File: src/rtl/lr_pkg.sv
// Shared definitions for the serial data-point loader: default geometry,
// field-index width helper and the loader FSM state encoding.
package lr_pkg;

    localparam int DEF_WORD_W       = 16;
    localparam int DEF_NUM_FEATURES = 6;
    localparam int DEF_NUM_DP       = 6;
    localparam int DEF_ADDR_WIDTH   = 3;

    // Field index must hold 0..num_features (label sits at num_features).
    function automatic int field_w(input int num_features);
        return (num_features < 1) ? 1 : $clog2(num_features + 1);
    endfunction

    localparam int DEF_FIELD_W = field_w(DEF_NUM_FEATURES);

    typedef enum logic [1:0] {
        ST_IDLE  = 2'd0,
        ST_SHIFT = 2'd1,
        ST_DONE  = 2'd2
    } state_t;

endpackage

File: src/rtl/lr_serial_loader_if.sv
// Serial-in / field-write bus of the loader. The master drives the serial
// stream and observes the write port; the slave is the loader itself.
interface lr_serial_loader_if #(
    parameter int WORD_W     = lr_pkg::DEF_WORD_W,
    parameter int ADDR_WIDTH = lr_pkg::DEF_ADDR_WIDTH,
    parameter int FIELD_W    = lr_pkg::DEF_FIELD_W
);
    logic                  ser;
    logic                  ser_en;
    logic                  dp_wr_en;
    logic [ADDR_WIDTH-1:0] dp_wr_addr;
    logic [FIELD_W-1:0]    dp_wr_field;
    logic [WORD_W-1:0]     dp_wr_data;
    logic                  busy;
    logic                  done;
    logic [WORD_W-1:0]     chk_sum;

    modport master (
        output ser, ser_en,
        input  dp_wr_en, dp_wr_addr, dp_wr_field, dp_wr_data, busy, done, chk_sum
    );

    modport slave (
        input  ser, ser_en,
        output dp_wr_en, dp_wr_addr, dp_wr_field, dp_wr_data, busy, done, chk_sum
    );

endinterface

File: src/rtl/lr_shift16.sv
// Field deserializer: shift register plus bit counter. The final bit of a
// word is never stored; it is combined with the stored bits into word_o on
// the same edge the parent captures the word, so WORD_W-1 flops suffice.
module lr_shift16 #(
    parameter int WORD_W = lr_pkg::DEF_WORD_W
) (
    input  logic              clk,
    input  logic              rst_n,
    input  logic              shift_en,
    input  logic              ser_in,
    output logic [WORD_W-1:0] word_o,
    output logic              word_done
);
    localparam int CNT_W = $clog2(WORD_W);

    logic [WORD_W-2:0] sr_q, sr_d;
    logic [CNT_W-1:0]  cnt_q, cnt_d;

    assign word_o    = {sr_q, ser_in};
    assign word_done = shift_en && (cnt_q == CNT_W'(WORD_W - 1));

    // Shift in one bit and advance the bit counter on each enabled cycle.
    always_comb begin
        sr_d  = sr_q;
        cnt_d = cnt_q;
        if (shift_en) begin
            sr_d  = {sr_q[WORD_W-3:0], ser_in};
            cnt_d = word_done ? '0 : cnt_q + CNT_W'(1);
        end
    end

    // State registers with synchronous active-low reset.
    always_ff @(posedge clk) begin
        if (!rst_n) begin
            sr_q  <= '0;
            cnt_q <= '0;
        end else begin
            sr_q  <= sr_d;
            cnt_q <= cnt_d;
        end
    end

endmodule

File: src/rtl/lr_serial_loader.sv
// Serial data-point loader: deserializes NUM_DP points of NUM_FEATURES+1
// fields (label first) and emits one registered write strobe per field.
// Optional running checksum enabled by defining LR_LOADER_CHECKSUM_EN.
//
// state    | meaning
// ST_IDLE  | waiting for the first valid serial bit
// ST_SHIFT | load in progress, fields being written
// ST_DONE  | all points written, inputs ignored until reset
module lr_serial_loader #(
    parameter int NUM_FEATURES = lr_pkg::DEF_NUM_FEATURES,
    parameter int NUM_DP       = lr_pkg::DEF_NUM_DP,
    parameter int ADDR_WIDTH   = lr_pkg::DEF_ADDR_WIDTH,
    parameter int WORD_W       = lr_pkg::DEF_WORD_W
) (
    input  logic               CLK,
    input  logic               RST_N,
    lr_serial_loader_if.slave  bus
);
    import lr_pkg::*;

    localparam int FIELD_W = field_w(NUM_FEATURES);

    state_t                state_q, state_d;
    logic [FIELD_W-1:0]    field_q, field_d;
    logic [ADDR_WIDTH-1:0] addr_q, addr_d;
    logic                  wr_en_q, wr_en_d;
    logic [ADDR_WIDTH-1:0] wr_addr_q, wr_addr_d;
    logic [FIELD_W-1:0]    wr_field_q, wr_field_d;
    logic [WORD_W-1:0]     wr_data_q, wr_data_d;
    logic                  done_q, done_d;

    logic                  shift_en;
    logic                  word_done;
    logic [WORD_W-1:0]     word;
    logic                  field_wr;

    // Serial bits are accepted in IDLE and SHIFT; DONE freezes the deserializer.
    assign shift_en = bus.ser_en && (state_q != ST_DONE);
    assign field_wr = (state_q == ST_SHIFT) && word_done;

    lr_shift16 #(.WORD_W(WORD_W)) u_shift (
        .clk       (CLK),
        .rst_n     (RST_N),
        .shift_en  (shift_en),
        .ser_in    (bus.ser),
        .word_o    (word),
        .word_done (word_done)
    );

    // Next-state, field/address counters and registered write-port values.
    always_comb begin
        state_d    = state_q;
        field_d    = field_q;
        addr_d     = addr_q;
        wr_en_d    = 1'b0;
        wr_addr_d  = wr_addr_q;
        wr_field_d = wr_field_q;
        wr_data_d  = wr_data_q;
        done_d     = done_q;
        case (state_q)
            ST_IDLE: begin
                if (bus.ser_en) state_d = ST_SHIFT;
            end
            ST_SHIFT: begin
                if (field_wr) begin
                    wr_en_d    = 1'b1;
                    wr_addr_d  = addr_q;
                    wr_field_d = field_q;
                    wr_data_d  = word;
                    if (field_q == '0) begin
                        field_d = FIELD_W'(NUM_FEATURES);
                        if (addr_q == ADDR_WIDTH'(NUM_DP - 1)) begin
                            state_d = ST_DONE;
                            done_d  = 1'b1;
                        end else begin
                            addr_d = addr_q + ADDR_WIDTH'(1);
                        end
                    end else begin
                        field_d = field_q - FIELD_W'(1);
                    end
                end
            end
            ST_DONE: begin
                state_d = ST_DONE;
            end
            default: begin
                state_d = ST_IDLE;
            end
        endcase
    end

    // Loader registers with synchronous active-low reset.
    always_ff @(posedge CLK) begin
        if (!RST_N) begin
            state_q    <= ST_IDLE;
            field_q    <= FIELD_W'(NUM_FEATURES);
            addr_q     <= '0;
            wr_en_q    <= 1'b0;
            wr_addr_q  <= '0;
            wr_field_q <= '0;
            wr_data_q  <= '0;
            done_q     <= 1'b0;
        end else begin
            state_q    <= state_d;
            field_q    <= field_d;
            addr_q     <= addr_d;
            wr_en_q    <= wr_en_d;
            wr_addr_q  <= wr_addr_d;
            wr_field_q <= wr_field_d;
            wr_data_q  <= wr_data_d;
            done_q     <= done_d;
        end
    end

`ifdef LR_LOADER_CHECKSUM_EN
    logic [WORD_W-1:0] chk_q, chk_d;

    // Accumulate each written field so the sum lines up with its strobe.
    always_comb begin
        chk_d = chk_q;
        if (field_wr) chk_d = chk_q + word;
    end

    // Checksum register with synchronous active-low reset.
    always_ff @(posedge CLK) begin
        if (!RST_N) chk_q <= '0;
        else        chk_q <= chk_d;
    end

    assign bus.chk_sum = chk_q;
`else
    assign bus.chk_sum = '0;
`endif

    assign bus.dp_wr_en    = wr_en_q;
    assign bus.dp_wr_addr  = wr_addr_q;
    assign bus.dp_wr_field = wr_field_q;
    assign bus.dp_wr_data  = wr_data_q;
    assign bus.busy        = (state_q == ST_SHIFT);
    assign bus.done        = done_q;

endmodule
File: src/flat_wrapper.sv
// flat-port wrapper written by rule: the top's interface ports become plain ports
module lr_serial_loader_flat import lr_pkg::*;
#(
    parameter int NUM_FEATURES = lr_pkg::DEF_NUM_FEATURES,
    parameter int NUM_DP       = lr_pkg::DEF_NUM_DP,
    parameter int ADDR_WIDTH   = lr_pkg::DEF_ADDR_WIDTH,
    parameter int WORD_W       = lr_pkg::DEF_WORD_W
)
  (CLK, RST_N, bus_ser, bus_ser_en, bus_dp_wr_en, bus_dp_wr_addr, bus_dp_wr_field, bus_dp_wr_data, bus_busy, bus_done, bus_chk_sum);
  lr_serial_loader_if #(.WORD_W(WORD_W), .ADDR_WIDTH(ADDR_WIDTH)) bus_i ();
  input  logic CLK;
  input  logic RST_N;
  input wire logic [$bits(bus_i.ser)-1:0] bus_ser;
  input wire logic [$bits(bus_i.ser_en)-1:0] bus_ser_en;
  output wire logic [$bits(bus_i.dp_wr_en)-1:0] bus_dp_wr_en;
  output wire logic [$bits(bus_i.dp_wr_addr)-1:0] bus_dp_wr_addr;
  output wire logic [$bits(bus_i.dp_wr_field)-1:0] bus_dp_wr_field;
  output wire logic [$bits(bus_i.dp_wr_data)-1:0] bus_dp_wr_data;
  output wire logic [$bits(bus_i.busy)-1:0] bus_busy;
  output wire logic [$bits(bus_i.done)-1:0] bus_done;
  output wire logic [$bits(bus_i.chk_sum)-1:0] bus_chk_sum;
  assign bus_i.ser = bus_ser;
  assign bus_i.ser_en = bus_ser_en;
  assign bus_dp_wr_en = bus_i.dp_wr_en;
  assign bus_dp_wr_addr = bus_i.dp_wr_addr;
  assign bus_dp_wr_field = bus_i.dp_wr_field;
  assign bus_dp_wr_data = bus_i.dp_wr_data;
  assign bus_busy = bus_i.busy;
  assign bus_done = bus_i.done;
  assign bus_chk_sum = bus_i.chk_sum;
  lr_serial_loader #(.NUM_FEATURES(NUM_FEATURES), .NUM_DP(NUM_DP), .ADDR_WIDTH(ADDR_WIDTH), .WORD_W(WORD_W)) u_core (.CLK(CLK), .RST_N(RST_N), .bus(bus_i));
endmodule
File: config.mk
export PLATFORM = sky130hd
export DESIGN_NAME = lr_serial_loader_flat
export DESIGN_NICKNAME = d
export VERILOG_FILES = /design/src/rtl/lr_pkg.sv /design/src/rtl/lr_serial_loader_if.sv /design/src/rtl/lr_shift16.sv /design/src/rtl/lr_serial_loader.sv /design/src/flat_wrapper.sv
export SDC_FILE = /design/constraint.sdc
export NUM_CORES = 1
export LEC_CHECK = 0
export ABC_AREA = 1
export CORE_MARGIN = 3
export CORE_UTILIZATION = 54
export DETAILED_ROUTE_END_ITERATION = 7
export GPL_TIMING_DRIVEN = 0
export PLACE_DENSITY = 0.83
export SETUP_SLACK_MARGIN = 0.15
export SLEW_MARGIN = 15
export SYNTH_ARGS = -nofsm -noshare
export SYNTH_HDL_FRONTEND = slang
export SYNTH_SLANG_ARGS = --single-unit
File: constraint.sdc
create_clock -name CLK -period 2.5 [get_ports CLK]
set_input_delay 0.5 -clock CLK [delete_from_list [all_inputs] [get_ports CLK]]
set_output_delay 0.5 -clock CLK [all_outputs]
set_load 0.1 [all_outputs]
Word-level counts from Yosys, hierarchy flattened
Cells that the tools add are included.
{"block": "word_totals", "regBits": 51, "input_bits": 4, "output_inout_bits": 41, "elab_cells": 41}
{"block": "classes", "addsub": 3, "eq_ne": 9, "mux": 8, "n_bitwise": 1, "n_reduce_logical": 10}
{"cell": "4-bit AND reduction", "count": 3}
{"cell": "2-bit 2-to-1 mux", "count": 4}
{"cell": "2-bit by 1-bit inequality test with 1-bit output (second input constant)", "count": 3}
{"cell": "2-bit case mux with 3 select lines", "count": 1}
{"cell": "4-bit by 1-bit adder with 4-bit output (second input constant)", "count": 1}
{"cell": "4-bit == test (second input constant)", "count": 1}
{"cell": "4-bit 2-to-1 mux", "count": 1}
{"cell": "2-bit inequality test (second input constant)", "count": 2}
{"cell": "2-bit AND reduction", "count": 2}
{"cell": "3-bit by 1-bit adder with 3-bit output (second input constant)", "count": 1}
{"cell": "3-bit == test (second input constant)", "count": 1}
{"cell": "1-bit logical AND", "count": 3}
{"cell": "3-bit zero test", "count": 1}
{"cell": "3-bit 2-to-1 mux", "count": 1}
{"cell": "3-bit by 1-bit subtractor with 3-bit output (second input constant)", "count": 1}
{"cell": "2-bit by 1-bit == test with 1-bit output (second input constant)", "count": 1}
{"cell": "2-bit == test (second input constant)", "count": 1}
{"cell": "2-bit zero test", "count": 1}
{"cell": "1-bit 2-to-1 mux", "count": 1}
{"cell": "1-bit NOT", "count": 1}

Longest topological paths before layout
{"block": "depth", "ltp_word": 6, "depth_mapped": 10, "ltp_nobuf": 10}

By module
Synthesis repeated with hierarchy kept, for this count alone.
{"block": "hier_totals", "hier_cells": 282, "area_unflattened_um2": 2187.1}
{"mod": "lr_serial_loader", "n_inst": 1, "cells_each": 188, "area_per_inst_um2": 1450.1, "seq_area_each_um2": 640.6}
{"mod": "lr_shift16", "n_inst": 1, "cells_each": 94, "area_per_inst_um2": 737.0, "seq_area_each_um2": 380.4}

Worst setup path before layout
No wires, ideal clock.
{"block": "synth_timing", "kind": "flip-flop to flip-flop", "startpoint": "register u_core.state_q[1]", "endpoint": "register u_core.state_q[0]", "setup_time_ps": 113, "arrival_ps": 1962, "required_time_ps": 2387, "path_slack_ps": 425, "path_stages_with_launch": 8, "n_path_buf": 0, "period_less_slack_ps": 2075, "path_cell_list": "dfxtp_1 -> inv_1 -> ha_1 -> nand2_1 -> o21ai_0 -> a21oi_1 -> nor2_1 -> nor2_1"}
{"block": "synth_via", "word_cells_on_any_way": 13, "cone_classes": "7 x eq/ne; 1 x mux; 5 x reduce/logical"}
{"item": "from (decl)", "line": "lr_serial_loader.sv:23", "rtl": "state_t state_q, state_d;"}
{"item": "from (signal assigned)", "line": "lr_serial_loader.sv:104", "rtl": "state_q <= state_d;"}
{"item": "2-bit by 1-bit == test with 1-bit output *"}
{"item": "named net bus_busy", "line": "flat_wrapper.sv:19", "rtl": "output wire logic [$bits(bus_i.busy)-1:0] bus_busy;"}
{"item": "1-bit logical AND", "line": "lr_serial_loader.sv:39", "rtl": "assign field_wr = (state_q == ST_SHIFT) && word_done;"}
{"item": "2-bit by 1-bit inequality test with 1-bit output (no line)"}
{"item": "4-bit AND reduction (no line)"}
Mark *: on every way through the listed nets, which the timed path passes. The rest lies on a longest branch.
A chain may end at the register's enable or synchronous reset.

Worst setup path in the final report
{"block": "layout_timing", "startpoint": "register u_core.wr_field_q[1], in the netlist u_core.bus.dp_wr_field[1]", "endpoint": "output port bus_dp_wr_field[1]"}
{"item": "from (decl)", "line": "lr_serial_loader.sv:28", "rtl": "logic [FIELD_W-1:0] wr_field_q, wr_field_d;"}
{"item": "from (signal assigned)", "line": "lr_serial_loader.sv:109", "rtl": "wr_field_q <= wr_field_d;"}
{"item": "to (decl)", "line": "flat_wrapper.sv:17", "rtl": "output wire logic [$bits(bus_i.dp_wr_field)-1:0] bus_dp_wr_field;"}
No word-level cell between the ends.

==> metrics.cfg <==
[global_route]
grt_start_max_net_pins = 16
antenna_found_initial = 0
grt_pass1_wl_mm = 6.94
grtUsageTotal_pct = 17.3
grt_pass1_vias = 1598
gr-total-overflow = 0

[yosys]
seq_area_frac_synth_pct = 46.4
avgSynthCellArea_sq_um = 7.64
syn_inst = 288
synthFlopType = dfxtp_1
synth.area.top_cells = dfxtp_1 (46%), nand2_1 (11%), nor2_1 (8.0%)
netlist_area_sq_um = 2200
yosysTopAreaCellShare_pct = 46.4
synth_seq_cells = 51
synth_area_leader_cell = dfxtp_1
synth_edf_count = 0
synth_most_common_cell = nand2_1
synthArstFlopShare_pct = 0
netlist_top_cells_count = nand2_1 (63), dfxtp_1 (51), nor2_1 (47)
ys_warn_count = 0
synth_cell_type_count = 24

[final_layout]
final_util_pct = 70.6
multi_input_area_sq_um = 957
synthToLayoutAreaGrowth_pct = 22.0
nets = 351
num_antenna_cells = 0
nFillCells = 326
register_area_sq_um = 1020
drive_gt1_share_pct = 12.1
final_cells = 387

[timing]
period_share_pct = 91.5
fin_skew_ps = 7.77
period_minus_slack_ps = 2290
hold_slack_ps = 466
rsz0062_at_grt = false
hold_violations = 0
final-max-slew-violation-count = 0
relSlewSlack_pct = 35.2
worst_pin_slew_ps = 969
fmax_mhz = 437
setup_viol = 0
fin_tns_setup_ps = 0

[critical_path]
crit_slowest_cell = clkdlybuf4s50_1
cp-end-kind = output port
setup.worst_path.start_class = flop
crit_required_ps = 2000
arrival_ps = 1790
worst-setup-path-type = flop to output port
max_stage_delay_ps = 1140
crit_chain = clkdlybuf4s50_1
path_buf_inv = 1
critical_path.top_delay_family = buffers and inverters
crit_fanout = 2

[place]
place.gp.congestion = 0.804
place_inst = 379
hpwlAfterDp_mm = 2.97
port_buffers = 28

[routing]
wire_per_inst_um = 10.5
drt-initial-drc-count = 84
vias = 1830
drcViolationCount = 0
routed_wl_mm = 4.06
postRouteAntennaNets = 0
vias_per_cell = 4.73
dr.pass1.iters = 4

[floorplanning]
rows = 22
coreArea_sq_um = 3800
die_y_um = 69.8
die_area_sq_um = 4870
start_util_pct = 57.9
num_io_pins = 45
die_w_um = 69.8

[clock_network]
cts_hold_buf = 0
cts.path.max_buffers = 2
htreeDepth = 2
insertion_delay_ps = 300
clk_pin_slew_ps = 90
cts_inserted_buffers = 5
cts_tree = built
clock-sinks = 51
root_buffer = clkbuf_8

[power_and_ir_drop]
p_leak_nw = 1.12
total_power_w = 0.00193
vdd_drop_max_v = 0.000761
power.density_nw_per_um2 = 721

[outcome]
status = complete, no violations

[flow_run]
max-cap-violations = 0

[min_path]
hold_class = flop to flop

worst paths after layout:
check                                  from                        end  slack [ps]  cells after the start
setup / recovery  u_core.bus.dp_wr_field[1]         bus_dp_wr_field[1]         210                      1
hold / removal              u_core.bus.done            u_core.bus.done         470                      2
setup reg to reg          u_core.state_q[0]  u_core.bus.dp_wr_data[12]         900                     10
hold reg to reg             u_core.bus.done            u_core.bus.done         470                      2
logic make-up after synthesis:
family,after synthesis,share of synthesized area (%)
fa+ha+maj,9,5.12
flops,51,46.4
buf+inv,52,12.6
compound gates,49,11.4
other cells,1,0.170
xor+xnor,1,0.398
simple gates,125,23.9
flip-flops by register name, indices dropped and copies added, names as in the netlist:
register,flops
u_core.bus.dp_wr_data,16
u_core.state_q,2
u_core.addr_q,3
u_core.bus.dp_wr_addr,3
u_core.u_shift.cnt_q,4
u_core.bus.dp_wr_field,3
u_core.u_shift.sr_q,15
u_core.bus.done,1
u_core.bus.dp_wr_en,1
u_core.field_q,3
through the flow:
stage                     setup WS [ps]  cell area [sq um]
after global placement              102               2600
after floorplan                     425               2260
after detailed placement            100               2600
after global routing                156               2680
after CTS                           199               2680
final                               213               2680
cell type report:
cell class | count | area share [%]
multi-input combinational | 200 | 35.7
clock inverter | 2 | 0.466
inverter | 24 | 3.40
sequential | 51 | 38.1
timing repair buffer | 28 | 10.5
buffer | 28 | 6.95
tap | 48 | 2.24
clock buffer | 6 | 2.71
what timing repair did:
item,in CTS,in global routing
setup buffers,0,0
resized for setup,3,0
endpoints found under the setup margin,1,0
cell usage in the layout (no fill, tap or decap):
cell type and instances:
clkinvlp_4 1, nand3_2 2, clkdlybuf4s15_2 1, nor2_1 47, clkinv_2 2, nand4_1 1
nand2_4 1, a21oi_1 26, buf_1 1, nand3_1 7, o21ai_0 21, conb_1 16
nand2_1 63, inv_1 21, buf_2 5, ha_1 9, clkbuf_8 5, o21bai_1 1
buf_4 16, clkbuf_1 5, dfxtp_1 51, xnor2_1 1, clkdlybuf4s50_1 27, inv_2 2
nand2_2 1, o31ai_1 1, nor2_4 3, buf_6 2
routing by layer:
layer  part of all wire, %  up-vias  track usage [%]
li1                      -      971                -
met1                    47      813             22.4
met2                    46       41             27.9
met3                   6.1        5             5.65
met4                  0.91        0             3.83
met5                     0        -                0
where the power goes:
part	internal [W]	total [W]	switching, W	leakage [nW]
registers	0.000881	0.000931	0.0000497	0.415
logic	0.000148	0.000545	0.000397	0.663
clock network	0.000196	0.000457	0.000261	0.0412
(Power assumes the default switching activity.)
